## config.mk

```make
export PLATFORM = sky130hd
export DESIGN_NAME = id_pipe
export DESIGN_NICKNAME = d
export VERILOG_FILES = /design/src/rtl/id_pipe.sv
export SDC_FILE = /design/constraint.sdc
export NUM_CORES = 1
export LEC_CHECK = 0
export ABC_AREA = 1
export BUFFER_PORTS_ARGS = -buffer_cell sky130_fd_sc_hd__buf_2
export CAP_MARGIN = 20
export CORE_AREA = 2 2 133 135
export DETAILED_ROUTE_END_ITERATION = 7
export DIE_AREA = 0 0 135 137
export GPL_TIMING_DRIVEN = 0
export HOLD_SLACK_MARGIN = 0.15
export PLACE_DENSITY_LB_ADDON = 0.15
export SLEW_MARGIN = 20
export SYNTH_ARGS = -nofsm -noshare
export SYNTH_HDL_FRONTEND = slang
export SYNTH_SLANG_ARGS = --single-unit
```

## constraint.sdc

```tcl
create_clock -name clk -period 1.97 [get_ports clk]
set_clock_uncertainty 0.15 [all_clocks]
set_input_delay 0.197 -clock clk [delete_from_list [all_inputs] [get_ports clk]]
set_output_delay 0.197 -clock clk [all_outputs]
set_load 0.01 [all_outputs]
```

## src/rtl/id_pipe.sv

```systemverilog
// MIPS decode stage with N-source operand forwarding, load-use hazard detection and a registered ID/EX stage.
// Optional stall counter output is built when ID_STALL_CNT_EN is defined.
module id_pipe #(
    parameter int DATA_W    = 32,
    parameter int RADDR_W   = 5,
    parameter int FWD_PORTS = 2,
    parameter int AOP_W     = 8,
    parameter int ASEL_W    = 3
) (
    input  logic                         clk,
    input  logic                         rst,
    input  logic                         if_valid,
    output logic                         id_ready,
    input  logic [31:0]                  pc_id,
    input  logic [31:0]                  inst_id,
    input  logic                         flush,
    output logic                         reg1_re,
    output logic                         reg2_re,
    output logic [RADDR_W-1:0]           reg1_addr,
    output logic [RADDR_W-1:0]           reg2_addr,
    input  logic [DATA_W-1:0]            reg1_data,
    input  logic [DATA_W-1:0]            reg2_data,
    input  logic [FWD_PORTS-1:0]         fwd_we,
    input  logic [FWD_PORTS-1:0]         fwd_is_load,
    input  logic [FWD_PORTS*RADDR_W-1:0] fwd_addr,
    input  logic [FWD_PORTS*DATA_W-1:0]  fwd_data,
    input  logic                         ex_ready,
    output logic                         ex_valid,
    output logic [AOP_W-1:0]             aluop_o,
    output logic [ASEL_W-1:0]            alusel_o,
    output logic [DATA_W-1:0]            reg1_o,
    output logic [DATA_W-1:0]            reg2_o,
    output logic [RADDR_W-1:0]           wr_addr_o,
    output logic                         reg_we_o,
    output logic                         inst_invalid_o,
    output logic [31:0]                  pc_o
`ifdef ID_STALL_CNT_EN
    ,
    output logic [31:0]                  stall_cnt_o
`endif
);

    localparam logic [AOP_W-1:0]  EXE_NOP_OP    = AOP_W'(8'b0000_0000);
    localparam logic [AOP_W-1:0]  EXE_AND_OP    = AOP_W'(8'b0010_0100);
    localparam logic [AOP_W-1:0]  EXE_OR_OP     = AOP_W'(8'b0010_0101);
    localparam logic [AOP_W-1:0]  EXE_XOR_OP    = AOP_W'(8'b0010_0110);
    localparam logic [AOP_W-1:0]  EXE_NOR_OP    = AOP_W'(8'b0010_0111);
    localparam logic [ASEL_W-1:0] EXE_RES_NOP   = ASEL_W'(3'b000);
    localparam logic [ASEL_W-1:0] EXE_RES_LOGIC = ASEL_W'(3'b001);

    logic [RADDR_W-1:0] fwd_addr_a [FWD_PORTS];
    logic [DATA_W-1:0]  fwd_data_a [FWD_PORTS];

    generate
        for (genvar gi = 0; gi < FWD_PORTS; gi++) begin : g_fwd_unpack
            assign fwd_addr_a[gi] = fwd_addr[gi*RADDR_W +: RADDR_W];
            assign fwd_data_a[gi] = fwd_data[gi*DATA_W +: DATA_W];
        end
    endgenerate

    logic [5:0]         opcode;
    logic [4:0]         sa;
    logic [5:0]         funct;
    logic [AOP_W-1:0]   aluop_d;
    logic [ASEL_W-1:0]  alusel_d;
    logic [RADDR_W-1:0] wr_addr_d;
    logic               reg_we_d;
    logic               invalid_d;
    logic [DATA_W-1:0]  imm;

    assign opcode = inst_id[31:26];
    assign sa     = inst_id[10:6];
    assign funct  = inst_id[5:0];

    always_comb begin
        aluop_d   = EXE_NOP_OP;
        alusel_d  = EXE_RES_NOP;
        reg1_re   = 1'b0;
        reg2_re   = 1'b0;
        reg1_addr = RADDR_W'(inst_id[25:21]);
        reg2_addr = RADDR_W'(inst_id[20:16]);
        wr_addr_d = RADDR_W'(inst_id[15:11]);
        reg_we_d  = 1'b0;
        invalid_d = 1'b1;
        imm       = '0;
        if (inst_id == 32'h0) begin
            invalid_d = 1'b0;
        end else begin
            case (opcode)
                6'h00: begin
                    if (sa == 5'd0) begin
                        case (funct)
                            6'h24, 6'h25, 6'h26, 6'h27: begin
                                case (funct)
                                    6'h24:   aluop_d = EXE_AND_OP;
                                    6'h25:   aluop_d = EXE_OR_OP;
                                    6'h26:   aluop_d = EXE_XOR_OP;
                                    default: aluop_d = EXE_NOR_OP;
                                endcase
                                alusel_d  = EXE_RES_LOGIC;
                                reg1_re   = 1'b1;
                                reg2_re   = 1'b1;
                                reg_we_d  = 1'b1;
                                invalid_d = 1'b0;
                            end
                            default: ;
                        endcase
                    end
                end
                6'h0C, 6'h0D, 6'h0E, 6'h0F: begin
                    case (opcode)
                        6'h0C:   aluop_d = EXE_AND_OP;
                        6'h0E:   aluop_d = EXE_XOR_OP;
                        default: aluop_d = EXE_OR_OP;
                    endcase
                    alusel_d  = EXE_RES_LOGIC;
                    reg1_re   = 1'b1;
                    wr_addr_d = RADDR_W'(inst_id[20:16]);
                    reg_we_d  = 1'b1;
                    invalid_d = 1'b0;
                    // LUI is an OR against rs ($0) with the immediate pre-shifted into the upper half
                    imm = (opcode == 6'h0F) ? DATA_W'({inst_id[15:0], 16'h0000})
                                            : DATA_W'(inst_id[15:0]);
                end
                default: ;
            endcase
        end
    end

    logic [DATA_W-1:0] op1_d;
    logic [DATA_W-1:0] op2_d;
    logic              ld1;
    logic              ld2;

    // Scan from the oldest port down so the youngest matching source wins
    always_comb begin
        op1_d = reg1_data;
        op2_d = reg2_data;
        ld1   = 1'b0;
        ld2   = 1'b0;
        for (int k = FWD_PORTS - 1; k >= 0; k--) begin
            if (fwd_we[k] && fwd_addr_a[k] == reg1_addr) begin
                op1_d = fwd_data_a[k];
                ld1   = fwd_is_load[k];
            end
            if (fwd_we[k] && fwd_addr_a[k] == reg2_addr) begin
                op2_d = fwd_data_a[k];
                ld2   = fwd_is_load[k];
            end
        end
        if (!reg1_re) begin
            op1_d = imm;
            ld1   = 1'b0;
        end
        if (!reg2_re) begin
            op2_d = imm;
            ld2   = 1'b0;
        end
    end

    logic hazard;
    logic hold;
    logic load_insn;
    logic stall_inc;

    assign hazard    = if_valid && ((reg1_re && ld1) || (reg2_re && ld2));
    assign hold      = !flush && !ex_ready;
    assign load_insn = !flush && ex_ready && !hazard && if_valid;
    assign stall_inc = !flush && ex_ready && hazard;
    assign id_ready  = flush || (ex_ready && !hazard);

    logic               ex_valid_q;
    logic [AOP_W-1:0]   aluop_q;
    logic [ASEL_W-1:0]  alusel_q;
    logic [DATA_W-1:0]  reg1_q;
    logic [DATA_W-1:0]  reg2_q;
    logic [RADDR_W-1:0] wr_addr_q;
    logic               reg_we_q;
    logic               invalid_q;
    logic [31:0]        pc_q;

    always_ff @(posedge clk) begin
        if (rst) begin
            ex_valid_q <= 1'b0;
            aluop_q    <= EXE_NOP_OP;
            alusel_q   <= EXE_RES_NOP;
            reg1_q     <= '0;
            reg2_q     <= '0;
            wr_addr_q  <= '0;
            reg_we_q   <= 1'b0;
            invalid_q  <= 1'b0;
            pc_q       <= '0;
        end else if (!hold) begin
            ex_valid_q <= load_insn;
            aluop_q    <= load_insn ? aluop_d   : EXE_NOP_OP;
            alusel_q   <= load_insn ? alusel_d  : EXE_RES_NOP;
            reg1_q     <= load_insn ? op1_d     : '0;
            reg2_q     <= load_insn ? op2_d     : '0;
            wr_addr_q  <= load_insn ? wr_addr_d : '0;
            reg_we_q   <= load_insn && reg_we_d;
            invalid_q  <= load_insn && invalid_d;
            pc_q       <= load_insn ? pc_id     : 32'h0;
        end
    end

    assign ex_valid       = ex_valid_q;
    assign aluop_o        = aluop_q;
    assign alusel_o       = alusel_q;
    assign reg1_o         = reg1_q;
    assign reg2_o         = reg2_q;
    assign wr_addr_o      = wr_addr_q;
    assign reg_we_o       = reg_we_q;
    assign inst_invalid_o = invalid_q;
    assign pc_o           = pc_q;

`ifdef ID_STALL_CNT_EN
    logic [31:0] stall_cnt_q;

    always_ff @(posedge clk) begin
        if (rst) begin
            stall_cnt_q <= '0;
        end else if (stall_inc && stall_cnt_q != 32'hFFFF_FFFF) begin
            stall_cnt_q <= stall_cnt_q + 32'd1;
        end
    end

    assign stall_cnt_o = stall_cnt_q;
`else
    logic unused_stall;
    assign unused_stall = stall_inc;
`endif

endmodule

```

==> reports/qor.csv, run 1 <==
metric,value,unit
p_leak,5.07,nW
grt_max_degree,22,
finalSetupTns,0,ns
cp-start-kind,input pin,
ant_nets,0,
synth_area,7180,µm²
hold_start,reg1_data[3],
grt_pass1_wl,45400,µm
cts_made_buffers,9,
clock_path_buffers,2,
htreeDepth,3,
drive_gt1_share,27.9,%
wl_per_cell,16.1,µm
ff_latch_area,2120,µm²
rsz0062_at_grt,true,
grt_pass1_vias,9131,
drc,0,
place_area,9150,µm²
timing.final.crit_share,97.3,%
nNetsFinal,1860,
switching_share,31.8,%
synth_compound_area_share,15.0,%
initial_core_util,42.1,%
seq_area_frac_synth,29.5,%
grtUsageTotal,31.3,%
crit_arrival,1.57,ns
clkSlewWorstSetupHoldPaths,0.08,ns
p_seq_share,42.1,%
cts_sinks,106,
gr-total-overflow,0,
antenna_found_initial,6,
hold_path.class,input pin to register,
fp.dieW,135,µm
fin_area,10300,µm²
vdd.ir_drop.worst,0.402,mV
die-area,18500,µm²
reg2reg_from,aluop_o[2],
n_fill_cell,1757,
drtIter0Drc,688,
worstMarginPinSlew,0.579,ns
hold_viol,0,
ys_types,24,
clock_latency,0.36,ns
outcome,completed,
synthAdderAreaFrac,0,%
drv_slew,0,
critPathMaxFanout,3,
min_period,1.92,ns
fp-row-count,48,
final-setup-viol-count,0,
syn_area_per_cell,5.83,µm²
switchingPower,1.67,mW
synthCells,1232,
required,1.62,ns
p_int,3.58,mW
avgViaCountPerCell,5.12,
ios,339,
die_h,137,µm
clkPwrFrac,35.9,%
clockRootBuffer,clkbuf_16,
multi_input_area,4120,µm²
muxShareOfSynthArea,0,%
area_growth,43.2,%
end_kind,primary output,
comb_power_share,22.0,%
synth_top_family_by_area,simple AND/OR/NAND/NOR gates,
drt_pass1_iterations,6,
gp_congestion,0.930,
coreArea,17100,µm²
portBuffers,332,
synth_xor_xnor_area_share,0,%
relSlewSlack,61.4,%
routed_wirelength,30400,µm
pwr_density_cell,510,nW/µm²
cap_violations,0,
cp-startpoint,inst_id[28],
yosys.area_share.simple,40.3,%
ys_ff_latch,106,
yosys_warnings,0,
cts_tree,yes,
criticalPathCategory,input pin to primary output,
route.vias.total,9661,
fmax,522,MHz
dp_hpwl,23500,µm
[per-stage QoR]
step | hold WS, ns | setup WS (ns) | power (mW) | utilization (%) | instances
6_report | 0.160 | 0.0526 | 5.24 | 60.3 | 1887
5_1_grt | 0.191 | -0.0317 | 5.45 | 60.3 | 1885
4_1_cts | 0.150 | -0.0523 | 5.23 | 59.3 | 1875
3_5_place_dp | 0.303 | -0.728 | 3.26 | 53.6 | 1794
3_3_place_gp | 0.299 | -0.691 | 3.26 | 53.6 | 1794
2_1_floorplan | 0.217 | 0.291 | 2.78 | - | 1237
[cells in the mapped netlist (all sizes together)]
cell    count  share of area, %
nor2      306                16
nand2     244                13
inv       142               7.4
dfxtp     106                30
nand4      92               8.1
o21ai      75               5.2
o211ai     59               6.2
clkbuf     57               3.0
buf        53               4.6
a21oi      50               3.5
nand3      39               2.8
nor3        5              0.35
conb        1             0.052
nor4        1             0.087
o22ai       1              0.17
or2         1             0.087
[kinds of logic (layout without fill, tap and decap cells)]
| kind of cell | count (synthesis) | count (layout) |
|---|---|---|
| and+or+nand+nor | 688 | 688 |
| buffers and inverters | 252 | 669 |
| AOI/OAI and AO/OA | 185 | 185 |
| DFF | 106 | 106 |
| other | 1 | 14 |
[what timing repair did]
action,4_1_cts,5_1_grt
endpoints found under the hold margin,55,0
endpoints found under the setup margin,26,64
cloned,0,0
pin swaps,8,9
buffers inserted,11,4
hold buffers,54,0
resized for setup,12,45
[worst max-delay path, stage by stage]
cell and delay [ns]:
buf_2 0.11, nor2_2 0.11, inv_1 0.04, nor2_1 0.12, nand2_2 0.11, o22ai_4 0.22
nand3_4 0.13, nand2_2 0.09, a21oi_1 0.07, or2_4 0.25, buf_6 0.12
[cell usage in the layout (no fill, tap or decap), types with 7 or more instances in the layout]
master and instances:
a21oi_1 49, nor2_1 295, inv_1 126, diode_2 8, o21ai_0 73, nand3_1 36, clkbuf_2 11, inv_2 15
nand4_1 91, buf_4 37, nand2_1 239, dfxtp_1 106, buf_2 350, clkbuf_1 49, o211ai_1 59, dlygate4sd3_1 54
nor2_4 7, clkbuf_16 9
[power groups by stage]
stage	combinational (mW)	clock, mW	sequential [mW]
3_5_place_dp	1.00	0	2.26
6_report	1.15	1.88	2.21
3_3_place_gp	0.999	0	2.26
4_1_cts	1.11	1.91	2.21
2_1_floorplan	0.499	0	2.28
5_1_grt	1.26	1.98	2.21
[cell type report]
cell class,instances,area share (%)
Sequential cell,106,20.6
Clock inverter,7,0.791
Buffer,110,5.55
Clock buffer,9,2.19
Multi-Input combinational cell,879,40.0
Timing Repair Buffer,401,22.7
Antenna cell,8,0.195
Tap cell,225,2.74
Inverter,142,5.21
[path summary, 6_finish.rpt]
kind                                    to  slack (ns)  cells after the start
worst max register to register  aluop_o[2]        1.07                      2
worst min register to register     pc_o[9]        0.31                      2
worst min-delay path             reg1_o[3]        0.16                      7
worst max-delay path              id_ready        0.05                     11
[metal layers]
layer  up-vias  GRT usage (%)  wire length (µm)
met3        78           4.70              2420
met1      4326           40.9             13100
met4         0           13.2              1050
li1       4782              -                 -
met5         -              0                 0
met2       475           51.7             13800
[flip-flops by register name, indices dropped and copies added, names as in the netlist]
| signal | flops |
|---|---|
| pc_o | 32 |
| reg1_o | 32 |
| reg2_o | 32 |
| wr_addr_o | 5 |
| aluop_o | 3 |
| ex_valid | 1 |
| inst_invalid_o | 1 |
Note: power is estimated with default switching activity, not from simulation.
==> run 2, diff against run 1 <==
--- a/config.mk
+++ b/config.mk
@@ -8,9 +8,9 @@
 export ABC_AREA = 1
 export BUFFER_PORTS_ARGS = -buffer_cell sky130_fd_sc_hd__buf_2
 export CAP_MARGIN = 20
-export CORE_AREA = 2 2 133 135
+export CORE_ASPECT_RATIO = 0.75
+export CORE_UTILIZATION = 43
 export DETAILED_ROUTE_END_ITERATION = 7
-export DIE_AREA = 0 0 135 137
 export GPL_TIMING_DRIVEN = 0
 export HOLD_SLACK_MARGIN = 0.15
 export PLACE_DENSITY_LB_ADDON = 0.15
==> constraint.sdc (replaced) <==
create_clock -name clk -period 1.75 [get_ports clk]
set_clock_uncertainty 0.15 [all_clocks]
set_input_delay 0.175 -clock clk [delete_from_list [all_inputs] [get_ports clk]]
set_output_delay 0.175 -clock clk [all_outputs]
set_load 0.01 [all_outputs]
==> run 2 against run 1 <==
Compared with the run above:
- the flow now finishes with violations (negative setup slack)
- combinational power increased by 26%
- cell count rose by 0.53%
- non-clock buffer count is 24 higher
==> reports/qor.csv, run 2 (same netlist as run 1, synthesis figures left out) <==
metric,value,unit,change
clock_latency,0.36,ns,about the same
criticalPathCategory,input pin to primary output,,
place_area,9130,µm²,-0.21%
clkSlewWorstSetupHoldPaths,0.08,ns,about the same
routed_wirelength,32000,µm,+5.1%
hold_ws,0.163,ns,+0.00347 ns
antenna_found_initial,9,,+3
cts_made_buffers,9,,unchanged
hold_path.class,input pin to register,,
fp-row-count,40,,-17%
grt_pass1_vias,8687,,-4.9%
dp_slack,-0.636,ns,+0.0922 ns
drv_slew,0,,unchanged
fin_area,10900,µm²,+5.7%
hold_depth,7,,unchanged
drtIter0Drc,938,,+36%
final-setup-viol-count,1,,+1
r2r_cells,4,,+2
clockRootBuffer,clkbuf_16,,
avgViaCountPerCell,5.34,,+4.2%
coreArea,16200,µm²,-5.2%
worstMarginPinSlew,0.726,ns,+0.147 ns
grt_pass1_wl,45600,µm,+0.55%
critPathMaxFanout,2,,-1
layout_commonest_cell,buf_2,,
cts_sinks,106,,unchanged
nNetsFinal,1885,,+1.3%
hold_viol,0,,unchanged
reg2reg_from,reg1_o[5],,
die_h,114,µm,-17%
layout_common_cells,"buf_2 (327), nor2_1 (272), nand2_1 (226), inv_1 (118), dfxtp_1 (106)",,
ant_nets,0,,unchanged
drive_gt1_share,32.4,%,+4.5 points
vdd.ir_drop.worst,0.584,mV,+45%
htreeDepth,3,,unchanged
route.vias.total,10100,,+4.8%
cts_tree,yes,,
drc,0,,unchanged
end_kind,primary output,,
outcome,"finished, violations left",,
grtUsageTotal,34.7,%,+3.4 points
cp-start-kind,input pin,,
grt_max_degree,20,,-9.1%
drt_pass1_iterations,6,,unchanged
finish.utilization,67.3,%,+7.0 points
gr-total-overflow,0,,unchanged
min_period,1.88,ns,
pwr_density_cell,551,nW/µm²,+8.0%
relSlewSlack,51.6,%,-9.8 points
timing.final.crit_share,107,%,
required,1.42,ns,-0.20 ns
initial_core_util,44.4,%,+2.3 points
worst_slack,-0.130,ns,-0.183 ns
clock_path_buffers,2,,unchanged
wl_per_cell,16.9,µm,+4.6%
gp_congestion,0.941,,+1.2%
die-area,17200,µm²,-6.8%
cap_violations,0,,unchanged
portBuffers,332,,unchanged
violations,negative setup slack,,
rsz0062_at_grt,true,,
dp_hpwl,23800,µm,+1.1%
fmax,532,MHz,
p_leak,5.30,nW,+4.6%
p_total,5.99,mW,+14%
fp.dieW,151,µm,+12%
cp-startpoint,inst_id[8],,
area_growth,51.4,%,
crit_arrival,1.56,ns,about the same
hold_start,reg1_data[19],,
ios,339,,unchanged
## run 2: cell count changes in the layout (fill, tap and decap cells not counted), sizes merged
cell	change
buf	+21
dlygate4sd3	+4
clkinv	-3
clkinvlp	+2
nand3	+1
## run 2: layer usage
metal | GRT usage [%] | up-vias | wire (µm)
met1 | 48.4 | 4621 | 13800
met3 | 10.0 | 85 | 3380
met4 | 14.7 | 4 | 1050
met2 | 49.5 | 564 | 13700
met5 | 0 | - | 27
li1 | - | 4848 | -
## run 2: worst paths after layout
| path | endpoint | slack (ns) |
|---|---|---|
| max | id_ready | -0.13 |
| min reg2reg | pc_o[10] | 0.31 |
| min | reg1_o[19] | 0.16 |
| max reg2reg | reg1_o[5] | 0.88 |
## run 2: critical path: stages
cell and delay [ns]:
buf_4 0.12, nor2_4 0.09, inv_2 0.05, nor2_2 0.11, nand2_2 0.10, o22ai_2 0.19, nand3_2 0.14, nand2_2 0.12
a21oi_2 0.06, or2_4 0.27, buf_6 0.12
## run 2: what timing repair did
| action | 4_1_cts | 5_1_grt |
|---|---|---|
| hold endpoints to repair | 58 | 1 |
| resized for setup | 43 | 174 |
| cloned | 1 | 2 |
| buffers inserted | 12 | 22 |
| pin swaps | 9 | 45 |
| hold buffers | 57 | 1 |
| setup endpoints to repair | 64 | 85 |
## run 2: area by class of cell
class	count	area (µm²)
inverters	142	553
diodes	8	20.0
fillers	1559	5290
clock inverters	6	60.1
repair buffers	426	2690
well taps	210	263
plain buffers	109	666
flip-flops and latches	106	2120
multi-input cells	880	4270
clock buffers	10	229
## run 2: report_power, final
part | switching, mW | internal, mW | total (mW)
Sequential | 0.0251 | 2.46 | 2.49
Clock | 1.05 | 1.00 | 2.05
Combinational | 0.812 | 0.642 | 1.45
Total | 1.88 | 4.10 | 5.99
## run 2: metrics by stage
| stage | cells | TNS, ns |
|---|---|---|
| 6_report | 1897 | -0.130 |
| 5_1_grt | 1896 | -0.837 |
| 4_1_cts | 1864 | -0.153 |
| 3_5_place_dp | 1779 | -43.45 |
| 3_3_place_gp | 1779 | -42.03 |
| 2_1_floorplan | 1237 | 0 |
==> run 3, diff against run 2 <==
--- a/config.mk
+++ b/config.mk
@@ -8,13 +8,13 @@
 export ABC_AREA = 1
 export BUFFER_PORTS_ARGS = -buffer_cell sky130_fd_sc_hd__buf_2
 export CAP_MARGIN = 20
-export CORE_ASPECT_RATIO = 0.75
-export CORE_UTILIZATION = 43
+export CORE_AREA = 2 2 133 135
 export DETAILED_ROUTE_END_ITERATION = 7
+export DIE_AREA = 0 0 135 137
 export GPL_TIMING_DRIVEN = 0
 export HOLD_SLACK_MARGIN = 0.15
 export PLACE_DENSITY_LB_ADDON = 0.15
-export SLEW_MARGIN = 20
+export SLEW_MARGIN = 40
 export SYNTH_ARGS = -nofsm -noshare
 export SYNTH_HDL_FRONTEND = slang
 export SYNTH_SLANG_ARGS = --single-unit
==> constraint.sdc (replaced) <==
create_clock -name clk -period 2.3 [get_ports clk]
set_clock_uncertainty 0.15 [all_clocks]
set_input_delay 0.23 -clock clk [delete_from_list [all_inputs] [get_ports clk]]
set_output_delay 0.23 -clock clk [all_outputs]
set_load 0.01 [all_outputs]
==> run 3 against run 2 <==
Compared with the run above:
- total power decreased by 26%
- critical endpoint unchanged
- flip-flop and latch count unchanged
- the flow now finishes without violations
- die area increased by 7.3%
==> reports/qor.csv, run 3 (same netlist as run 1, synthesis figures left out) <==
metric,value,unit,change
outcome,completed,,
drt_pass1_iterations,5,,-1
routed_wirelength,29800,µm,-6.7%
postCtsSetupBuffers,0,,-12
timing.final.crit_share,93.7,%,
clockRootBuffer,clkbuf_16,,
drv_slew,0,,unchanged
end_kind,primary output,,
coreArea,17100,µm²,+5.5%
hold_ws,0.157,ns,-0.00683 ns
vdd.ir_drop.worst,0.355,mV,-39%
min_period,2.16,ns,
nNetsFinal,1828,,-3.0%
grtUsageTotal,31.2,%,-3.5 points
die_h,137,µm,+20%
fmax,464,MHz,
final-setup-viol-count,0,,-1
cp-start-kind,input pin,,
area_growth,37.4,%,
grt_pass1_wl,45100,µm,-1.3%
hold_path.class,input pin to register,,
worstMarginPinSlew,0.656,ns,-0.0703 ns
htreeDepth,3,,unchanged
dp_hpwl,23500,µm,-1.0%
cap_violations,0,,unchanged
cts_made_buffers,9,,unchanged
relSlewSlack,56.3,%,+4.6 points
clock_latency,0.37,ns,about the same
wl_per_cell,16.1,µm,-4.5%
pwr_density_cell,449,nW/µm²,-18%
die-area,18500,µm²,+7.3%
grt_max_degree,22,,+10%
grt_pass1_vias,8929,,+2.8%
portBuffers,332,,unchanged
p_total,4.43,mW,-26%
cts_tree,yes,,
clkSlewWorstSetupHoldPaths,0.08,ns,about the same
ant_nets,0,,unchanged
ios,339,,unchanged
hold_viol,0,,unchanged
antenna_found_initial,5,,-4
route.vias.total,9457,,-6.6%
fp-row-count,48,,+20%
clock_path_buffers,2,,unchanged
crit_arrival,1.78,ns,+0.22 ns
finish.utilization,57.8,%,-9.4 points
required,1.92,ns,+0.50 ns
drtIter0Drc,808,,-14%
critPathMaxFanout,3,,+1
initial_core_util,42.1,%,-2.3 points
fp.dieW,135,µm,-11%
gp_congestion,0.930,,-1.2%
cts_sinks,106,,unchanged
criticalPathCategory,input pin to primary output,,
layout_commonest_cell,buf_2,,
drive_gt1_share,26.1,%,-6.3 points
layout_common_cells,"buf_2 (355), nor2_1 (299), nand2_1 (242), inv_1 (127), dfxtp_1 (106)",,
avgViaCountPerCell,5.10,,-4.4%
rsz0062_at_grt,false,,
drc,0,,unchanged
gr-total-overflow,0,,unchanged
p_leak,4.89,nW,-7.8%
[run 3: timing repair]
item | CTS | global route
endpoints found under the setup margin | 0 | 2
hold buffers | 37 | 0
endpoints found under the hold margin | 38 | 0
resized for setup | 0 | 9
[run 3: metrics by stage]
step	TNS, ns	instances	cell area (µm²)	setup WS (ns)
finish	0	1853	9870	0.144
global route	0	1852	9860	0.0109
CTS	0	1847	9820	0.0243
detailed placement	-0.699	1794	9150	-0.0586
global placement	-7.34	1794	9150	-0.394
floorplan	0	1237	7200	0.563
[run 3: layer usage]
| metal | wire [µm] | up-vias | global-route usage (%) |
|---|---|---|---|
| li1 | - | 4716 | - |
| met1 | 13000 | 4245 | 41.1 |
| met2 | 13500 | 433 | 50.8 |
| met3 | 2280 | 63 | 4.70 |
| met4 | 1040 | 0 | 13.7 |
| met5 | 0 | - | 0 |
[run 3: path summary, 6_finish.rpt]
| kind | startpoint | to | slack [ns] | depth (start not counted) |
|---|---|---|---|---|
| worst min-delay path | fwd_data[27] | reg1_o[27] | 0.16 | 5 |
| worst max-delay path | inst_id[28] | id_ready | 0.14 | 11 |
| worst max register to register | pc_o[21] | pc_o[21] | 1.01 | 3 |
| worst min register to register | reg1_o[7] | reg1_o[7] | 0.31 | 2 |
[run 3: critical path: stages]
cell,delay [ns]
buf_2,0.10
nor2_1,0.14
inv_1,0.05
nor2_1,0.09
nand2_1,0.14
o22ai_2,0.24
nand3_1,0.19
nand2_2,0.12
a21oi_1,0.06
or2_2,0.27
buf_2,0.14
[run 3: power by group]
group,internal (mW),leakage (nW),switching (mW)
sequential,1.87,0.860,0.0191
combinational,0.376,3.88,0.556
clock,0.779,0.150,0.833
total,3.03,4.89,1.41
[run 3: area by class of cell]
class | instances | area [µm²]
fill | 1825 | 7190
multi-input combinational | 879 | 4030
sequential | 106 | 2120
timing repair buffer | 369 | 2030
buffer | 110 | 547
inverter | 142 | 533
tap | 225 | 282
clock buffer | 9 | 225
clock inverter | 7 | 81.3
antenna | 6 | 15.0
